--- config.mk ---
export PLATFORM = sky130hd
export DESIGN_NAME = uart_tx_ctrl_flat
export DESIGN_NICKNAME = d
export VERILOG_FILES = /design/src/rtl/uart_pkg.sv /design/src/rtl/uart_tx_ctrl_if.sv /design/src/rtl/uart_baud_cnt.sv /design/src/rtl/uart_tx_ctrl.sv /design/src/flat_wrapper.sv
export SDC_FILE = /design/constraint.sdc
export NUM_CORES = 1
export LEC_CHECK = 0
export CORE_MARGIN = 3
export CORE_UTILIZATION = 45
export DETAILED_ROUTE_END_ITERATION = 7
export GPL_ROUTABILITY_DRIVEN = 0
export GPL_TIMING_DRIVEN = 0
export PLACE_DENSITY = 0.66
export SLEW_MARGIN = 20
export SYNTH_ARGS = -nofsm -noshare
export SYNTH_HDL_FRONTEND = slang
export SYNTH_SLANG_ARGS = --single-unit
--- constraint.sdc ---
create_clock -name clock -period 10.7 [get_ports clock]
set_clock_uncertainty 0.2 [all_clocks]
set_input_delay 3.21 -clock clock [delete_from_list [all_inputs] [get_ports clock]]
set_output_delay 3.21 -clock clock [all_outputs]
set_load 0.1 [all_outputs]
--- src/rtl/uart_pkg.sv ---
// Shared UART definitions: transmit FSM state encoding and line-level constants.
package uart_pkg;

  localparam int   UART_DATA_BITS = 8;
  localparam logic UART_START_LVL = 1'b0;
  localparam logic UART_STOP_LVL  = 1'b1;

  typedef enum logic [2:0] {
    IDLE   = 3'd0,
    START  = 3'd1,
    DATA   = 3'd2,
    PARITY = 3'd3,
    STOP   = 3'd4
  } tx_state_t;

endpackage

--- src/rtl/uart_tx_ctrl_if.sv ---
// Show-ahead FIFO read port between the transmit controller (master) and the FIFO (slave).
interface uart_tx_ctrl_if;
  import uart_pkg::*;

  logic                      fifo_empty;
  logic [UART_DATA_BITS-1:0] fifo_q;
  logic                      fifo_rdreq;

  modport master (input fifo_empty, input fifo_q, output fifo_rdreq);
  modport slave  (output fifo_empty, output fifo_q, input fifo_rdreq);

endinterface

--- src/rtl/uart_baud_cnt.sv ---
// Loadable bit-period down-counter; tick marks the last cycle of each bit period.
module uart_baud_cnt #(
  parameter int DIV_W = 16
) (
  input  logic             clock,
  input  logic             sclr,
  input  logic             load,
  input  logic [DIV_W-1:0] period,
  output logic             tick
);

  logic [DIV_W-1:0] count_reg;
  logic [DIV_W-1:0] reload;

  // Periods of 0 and 1 both collapse to a one-cycle bit.
  assign reload = (period > DIV_W'(1)) ? period - DIV_W'(1) : '0;
  assign tick   = (count_reg == '0);

  always_ff @(posedge clock) begin
    if (sclr) begin
      count_reg <= '0;
    end else if (load || tick) begin
      count_reg <= reload;
    end else begin
      count_reg <= count_reg - DIV_W'(1);
    end
  end

endmodule

--- src/rtl/uart_tx_ctrl.sv ---
// UART transmit controller: pops bytes from a show-ahead FIFO and serialises
// start, 8 data bits LSB first, optional parity and 1 or 2 stop bits on txd.
module uart_tx_ctrl
  import uart_pkg::*;
#(
  parameter int DIV_W = 16
) (
  input  logic               clock,
  input  logic               sclr,
  input  logic               en,
  input  logic [DIV_W-1:0]   baud_div,
  input  logic               parity_en,
  input  logic               parity_odd,
  input  logic               stop2,
  uart_tx_ctrl_if.master     fifo,
  output logic               txd,
  output logic               busy,
  output logic               frame_done
);

  tx_state_t                 state_reg;
  logic [UART_DATA_BITS-1:0] shift_reg;
  logic [2:0]                bit_cnt_reg;
  logic                      par_reg;
  logic [DIV_W-1:0]          div_reg;
  logic                      par_en_reg;
  logic                      par_odd_reg;
  logic                      stop2_reg;
  logic                      txd_reg;

  logic                      tick;
  logic                      last_stop;
  logic                      launch;
  logic [DIV_W-1:0]          period;

  assign last_stop = (state_reg == STOP) && tick && (!stop2_reg || bit_cnt_reg[0]);

  // A new frame may start from IDLE or in the final stop cycle, giving gapless frames.
  assign launch = !sclr && en && !fifo.fifo_empty && ((state_reg == IDLE) || last_stop);

  assign fifo.fifo_rdreq = launch;
  assign frame_done      = last_stop && !sclr;
  assign busy            = (state_reg != IDLE) && !sclr;
  assign txd             = txd_reg;

  // The launching cycle loads the live divider; afterwards only the latched copy counts.
  assign period = launch ? baud_div : div_reg;

  uart_baud_cnt #(.DIV_W(DIV_W)) u_baud_cnt (
    .clock  (clock),
    .sclr   (sclr),
    .load   (launch),
    .period (period),
    .tick   (tick)
  );

  always_ff @(posedge clock) begin
    if (sclr) begin
      state_reg   <= IDLE;
      shift_reg   <= '0;
      bit_cnt_reg <= '0;
      par_reg     <= 1'b0;
      div_reg     <= '0;
      par_en_reg  <= 1'b0;
      par_odd_reg <= 1'b0;
      stop2_reg   <= 1'b0;
      txd_reg     <= UART_STOP_LVL;
    end else if (launch) begin
      state_reg   <= START;
      shift_reg   <= fifo.fifo_q;
      bit_cnt_reg <= '0;
      div_reg     <= baud_div;
      par_en_reg  <= parity_en;
      par_odd_reg <= parity_odd;
      stop2_reg   <= stop2;
      txd_reg     <= UART_START_LVL;
    end else begin
      case (state_reg)
        IDLE: begin
          txd_reg <= UART_STOP_LVL;
        end
        START: begin
          if (tick) begin
            state_reg   <= DATA;
            txd_reg     <= shift_reg[0];
            par_reg     <= shift_reg[0] ^ par_odd_reg;
            bit_cnt_reg <= '0;
          end
        end
        DATA: begin
          if (tick) begin
            if (bit_cnt_reg == 3'(UART_DATA_BITS - 1)) begin
              bit_cnt_reg <= '0;
              if (par_en_reg) begin
                state_reg <= PARITY;
                txd_reg   <= par_reg;
              end else begin
                state_reg <= STOP;
                txd_reg   <= UART_STOP_LVL;
              end
            end else begin
              // par_reg accumulates each bit as it is put on the line.
              shift_reg   <= shift_reg >> 1;
              txd_reg     <= shift_reg[1];
              par_reg     <= par_reg ^ shift_reg[1];
              bit_cnt_reg <= bit_cnt_reg + 3'd1;
            end
          end
        end
        PARITY: begin
          if (tick) begin
            state_reg   <= STOP;
            txd_reg     <= UART_STOP_LVL;
            bit_cnt_reg <= '0;
          end
        end
        STOP: begin
          if (tick) begin
            if (last_stop) begin
              state_reg <= IDLE;
              txd_reg   <= UART_STOP_LVL;
            end else begin
              bit_cnt_reg <= bit_cnt_reg + 3'd1;
            end
          end
        end
        default: begin
          state_reg <= IDLE;
          txd_reg   <= UART_STOP_LVL;
        end
      endcase
    end
  end

endmodule

--- src/flat_wrapper.sv ---
// flat-port wrapper written by rule: the top's interface ports become plain ports
module uart_tx_ctrl_flat import uart_pkg::*;
#(
  parameter int DIV_W = 16
)
  (clock, sclr, en, baud_div, parity_en, parity_odd, stop2, txd, busy, frame_done, fifo_fifo_empty, fifo_fifo_q, fifo_fifo_rdreq);
  uart_tx_ctrl_if fifo_i ();
  input  logic clock;
  input  logic sclr;
  input  logic en;
  input  logic [DIV_W-1:0] baud_div;
  input  logic parity_en;
  input  logic parity_odd;
  input  logic stop2;
  output logic txd;
  output logic busy;
  output logic frame_done;
  input wire logic [$bits(fifo_i.fifo_empty)-1:0] fifo_fifo_empty;
  input wire logic [$bits(fifo_i.fifo_q)-1:0] fifo_fifo_q;
  output wire logic [$bits(fifo_i.fifo_rdreq)-1:0] fifo_fifo_rdreq;
  assign fifo_i.fifo_empty = fifo_fifo_empty;
  assign fifo_i.fifo_q = fifo_fifo_q;
  assign fifo_fifo_rdreq = fifo_i.fifo_rdreq;
  uart_tx_ctrl #(.DIV_W(DIV_W)) u_core (.clock(clock), .sclr(sclr), .en(en), .baud_div(baud_div), .parity_en(parity_en), .parity_odd(parity_odd), .stop2(stop2), .fifo(fifo_i), .txd(txd), .busy(busy), .frame_done(frame_done));
endmodule
Yosys cells after proc, flatten, opt, wreduce, memory -nomap -nowiden
Index checks and enable logic that the tools add are counted.

word-level totals
  register bits = 51
  input bits = 31
  output and inout bits = 4

operators by class
  $add $sub $neg = 3
  $lt $le $gt $ge = 1
  equality and inequality tests = 22
  muxes and demuxes = 35
  bitwise gates (word level) = 4
  reduce and logical (&&, ||, !) cells = 28

operators with widths
  kind                   number
  $mux 16                3
  $mux 3                 12
  $mux 8                 4
  $sub 16x1->16 const B  2
  $ne 2x1->1 const B     9
  $ne 3x1->1 const B     6
  $gt 16x1->1 const B    1
  $logic_not 16->1       1
  $pmux 3 s5             1
  $reduce_and 5->1       3
  $reduce_and 7->1       2
  $mux 1                 12
  $pmux 3 s3             1
  $logic_and 1x1->1      7
  $eq 3x2->1 const B     2
  $eq 3x3->1 const B     2
  $reduce_bool 2->1      3
  $reduce_bool 3->1      2
  $ne 2x2->1 const B     2
  $pmux 1 s4             1
  $reduce_or 2->1        2
  $add 3x1->3 const B    1
  $eq 3x1->1 const B     1
  $logic_not 1->1        3
  other kinds (6)        10

Depth between registers and ports, before layout
  depth in word-level cells = 9
  gate-level depth with buffers = 18
  gate-level depth less buffers = 15

Hierarchy
Synthesis repeated with hierarchy kept, for this count alone.

unflattened totals
  cell total of the unflattened synthesis = 370
  area, all modules = 3,026.7 um^2

modules (own cells, without submodules)
  module         times used  cells an instance  area each (um^2)  seq. area each (um^2)
  uart_tx_ctrl   1           220                1,786.7           700.7
  uart_baud_cnt  1           150                1,239.9           320.3

Worst setup path before layout
Ideal clock, no wire load.

  path type = input to output
  start = input sclr
  end = output frame_done
  arrival time = 5,481 ps
  data required time = 7,290 ps
  setup slack = 1,809 ps
  stages on the path = 2
  buffers on the path = 1
  path through = clkbuf_1 -> nor3_1

on the way
  word-level cells in the longest chain between the ends = 2

ends and longest elaborated chain
  what                RTL line            RTL
  start: declaration  flat_wrapper.sv:9   input logic sclr;
  $logic_not 1->1     uart_tx_ctrl.sv:42  assign frame_done = last_stop && !sclr;
  $logic_and 1x1->1   uart_tx_ctrl.sv:42
  end: declaration    flat_wrapper.sv:17  output logic frame_done;

Every way passes these cells.

Worst setup path after layout
  start = input sclr
  end = output fifo_fifo_rdreq

on the way
  word-level cells in the longest chain between the ends = 4

ends and longest elaborated chain
  what                            RTL line            RTL
  $logic_not 1->1                 uart_tx_ctrl.sv:39  assign launch = !sclr && en && !fifo.fifo_empty && ((state_reg == IDLE) || last_stop);
  $logic_and 1x1->1 (3 in a row)  uart_tx_ctrl.sv:39
  end: declaration                flat_wrapper.sv:20  output wire logic [$bits(fifo_i.fifo_rdreq)-1:0] fifo_fifo_rdreq;

Every way passes these cells.

==> metrics <==
CP startpoint kind input port; setup repair after global routing missed its margin false; min cycle time layout 9.91 ns; Leakage 1.32 nW; Setup Crit Path Kind input port to output port; Vias/cell 5.75; Final Hold Fails 0; Die Wd 88.7 µm; Most used DFF post-synth dfxtp_1; worst-path cell chain clkdlybuf4s50_1 -> nor3b_1 -> and3_1 -> o21ai_0 -> clkinv_1 -> clkbuf_1 -> clkdlybuf4s50_1; gr usage total 0.214; Critical-path top delay cell clkdlybuf4s50_1; flops & latches, synth between 50 and 60; Post-Synthesis Cells 406; run status completed; Rel. slew slack 0.349; Root Buffer clkbuf_8; layout cells sized above 1 0.0446; Area growth, synth to finish 18.0%; cell mode on critical path clkdlybuf4s50_1; Logic pwr share 0.382; hold crit path type flip-flop to flip-flop; CP bufs+invs 4; CP peak stage delay 1.23 ns; die area a little under 8000 µm²; ANT cells 0; Congestion Overflow GR 0; final antenna-violating net count 0; Max VDD drop about 70 µV; IO Port Bufs 34; Power Internal 0.407 mW; Psw 0.241 mW; R2R depth 18; Crit path required time 7.29 ns; final cell area excluding filler cells between 3000 and 4000 µm²; overall routed net length 8020 µm; Clock transition at path regs 0.10 ns; Post-synth top cells nand2_1, dfxtp_1, nor2_1; Least-Margin Pin Slew 0.974 ns; Seq pwr share 0.399; switch share 0.371; hold path cells 2; setup violators final 0; Starting Density 0.474; Crit path max-delay family buffers and inverters; unique cell type count in the Yosys netlist 49; net count after synthesis 442; top achievable clock speed 101 MHz; EDFF count, synth 0; top post-synthesis cells by area dfxtp_1, nand2_1, xor2_1; Post-CTS Setup Bufs 0; Avg WL per Cell between 15 and 20 µm; first-pass GRT wire length 13000 µm; share of the synthesized area in the top cell type 0.332; drt first pass iters 5; Max-Cap Viols 0; Syn. warnings 0; # resized after CTS 0; synthesized cell area roughly 3100 µm²; CP endpoint kind output port; I/O pin total 35; hold wc startpoint u_core.shift_reg[2]; FILL cells ~650; area of the core 6490 µm²; hold buffer count at CTS 0; fin. max-slew vios 0; row cnt 29; DRC viols 0; Yosys top cell by area dfxtp_1; vias in the first global route about 2700; clock share of power 0.219; Final nets 483; FF-to-FF setup slack a little over 6 ns; Post-DP HPWL ~6200 µm; Worst EP arrival about 6.5 ns; Avg Cell Area, Syn 7.58 µm²; CTS tree built; pin count of the biggest net entering global routing 16; H-tree levels 2; clock sink total 51; CP max FO 10; dominant cell by count in the synthesized netlist nand2_1; Placed Instance Area around 3500 µm²; Final period util 0.926; worst-skew pair later-pin latency slightly above 0.3 ns; Setup TNS Final 0 ns; sequential element share of the synthesized area 0.332; Clock Tree Buf Depth 2; Die Span Y 88.7 µm; Worst Hold Endpoint u_core.shift_reg[2]; Critical R2R Launch u_core.u_baud_cnt.count_reg[0]; vias post-DR 3017; FFs w/ async S/R, synth 0; CTS Buf Count 5; RR Endpoint u_core.u_baud_cnt.count_reg[13]; pwr dens between 150 and 200 nW/µm²; initial antenna violation count 0; Initial DRC Count 275
## area by class of cell
cell class	instances	area, µm²	share of cell area
Tap cell	77	96.3	0.0265
Buffer	22	92.6	0.0255
Clock buffer	6	82.6	0.0227
Sequential cell	51	1020	0.281
Timing Repair Buffer	34	340	0.0937
Inverter	9	33.8	0.00930
Multi-Input combinational cell	324	1930	0.532
Clock inverter	2	35.0	0.00965
## per-stage QoR
stage	hold WS [ns]	worst slack, ns	utilization	power, mW	std cells
finish	0.260	0.789	0.559	0.648	525
global route	0.286	0.626	0.559	0.688	525
CTS	0.262	0.815	0.559	0.649	525
detailed placement	0.248	0.831	0.541	0.505	517
global placement	0.242	0.834	0.541	0.501	517
floorplan	0.232	1.81	-	0.438	406
## worst min-delay path: stages (launching register included)
cell     delay (ns)
dfxtp_1        0.32
nand2_1        0.05
a21oi_1        0.05
## logic make-up after synthesis
family          after synthesis  share of synthesized area
flops                        51                      0.332
fa+ha+maj                     5                     0.0203
buf+inv                      31                     0.0411
mux                           1                    0.00325
simple gates                186                      0.298
compound gates               93                      0.194
xor+xnor                     39                      0.111
## power groups by stage
stage	registers, mW	clock network [mW]	logic [mW]
6_report	0.258	0.142	0.247
5_1_grt	0.263	0.153	0.272
4_1_cts	0.258	0.145	0.246
3_5_place_dp	0.263	0	0.242
3_3_place_gp	0.260	0	0.241
2_1_floorplan	0.258	0	0.180
## how the worst max path moves through the flow
stage | from | end | cells past startpoint | slack [ns]
floorplan | sclr | frame_done | 2 | 1.81
global placement | sclr | fifo_fifo_rdreq | 7 | 0.83
detailed placement | sclr | fifo_fifo_rdreq | 7 | 0.83
CTS | sclr | fifo_fifo_rdreq | 7 | 0.82
global route | sclr | fifo_fifo_rdreq | 7 | 0.63
finish | sclr | fifo_fifo_rdreq | 7 | 0.79
## cells in the final DEF, fill, tap and decap left out, types with 3 or more instances in the layout
cell type | synthesis | final
xor2_1 | 23 | 23
nor3_1 | 19 | 19
o32ai_1 | 8 | 8
nor4_1 | 10 | 10
a21o_1 | 3 | 3
clkbuf_1 | 18 | 18
nand2_1 | 60 | 60
nand2b_1 | 4 | 4
o31ai_1 | 3 | 3
inv_1 | 8 | 8
nand3b_1 | 6 | 6
a21oi_1 | 35 | 35
or4_1 | 4 | 4
ha_1 | 5 | 5
o22ai_1 | 6 | 6
nor2b_1 | 3 | 3
clkbuf_8 | 0 | 6
a22oi_1 | 7 | 7
dfxtp_1 | 51 | 51
nor2_1 | 44 | 44
nor3b_1 | 5 | 5
o21ai_0 | 16 | 16
nand3_1 | 10 | 10
a211oi_1 | 4 | 4
or3_1 | 5 | 5
and2_1 | 4 | 4
xnor2_1 | 16 | 16
clkdlybuf4s50_1 | 0 | 34
## layer usage
layer | wire length, µm | track usage
met5 | 0 | 0
met4 | 71 | 0.0536
met3 | 509 | 0.0345
met2 | 3480 | 0.321
met1 | 3960 | 0.318
No activity file was read; power rests on OpenSTA's default activity.
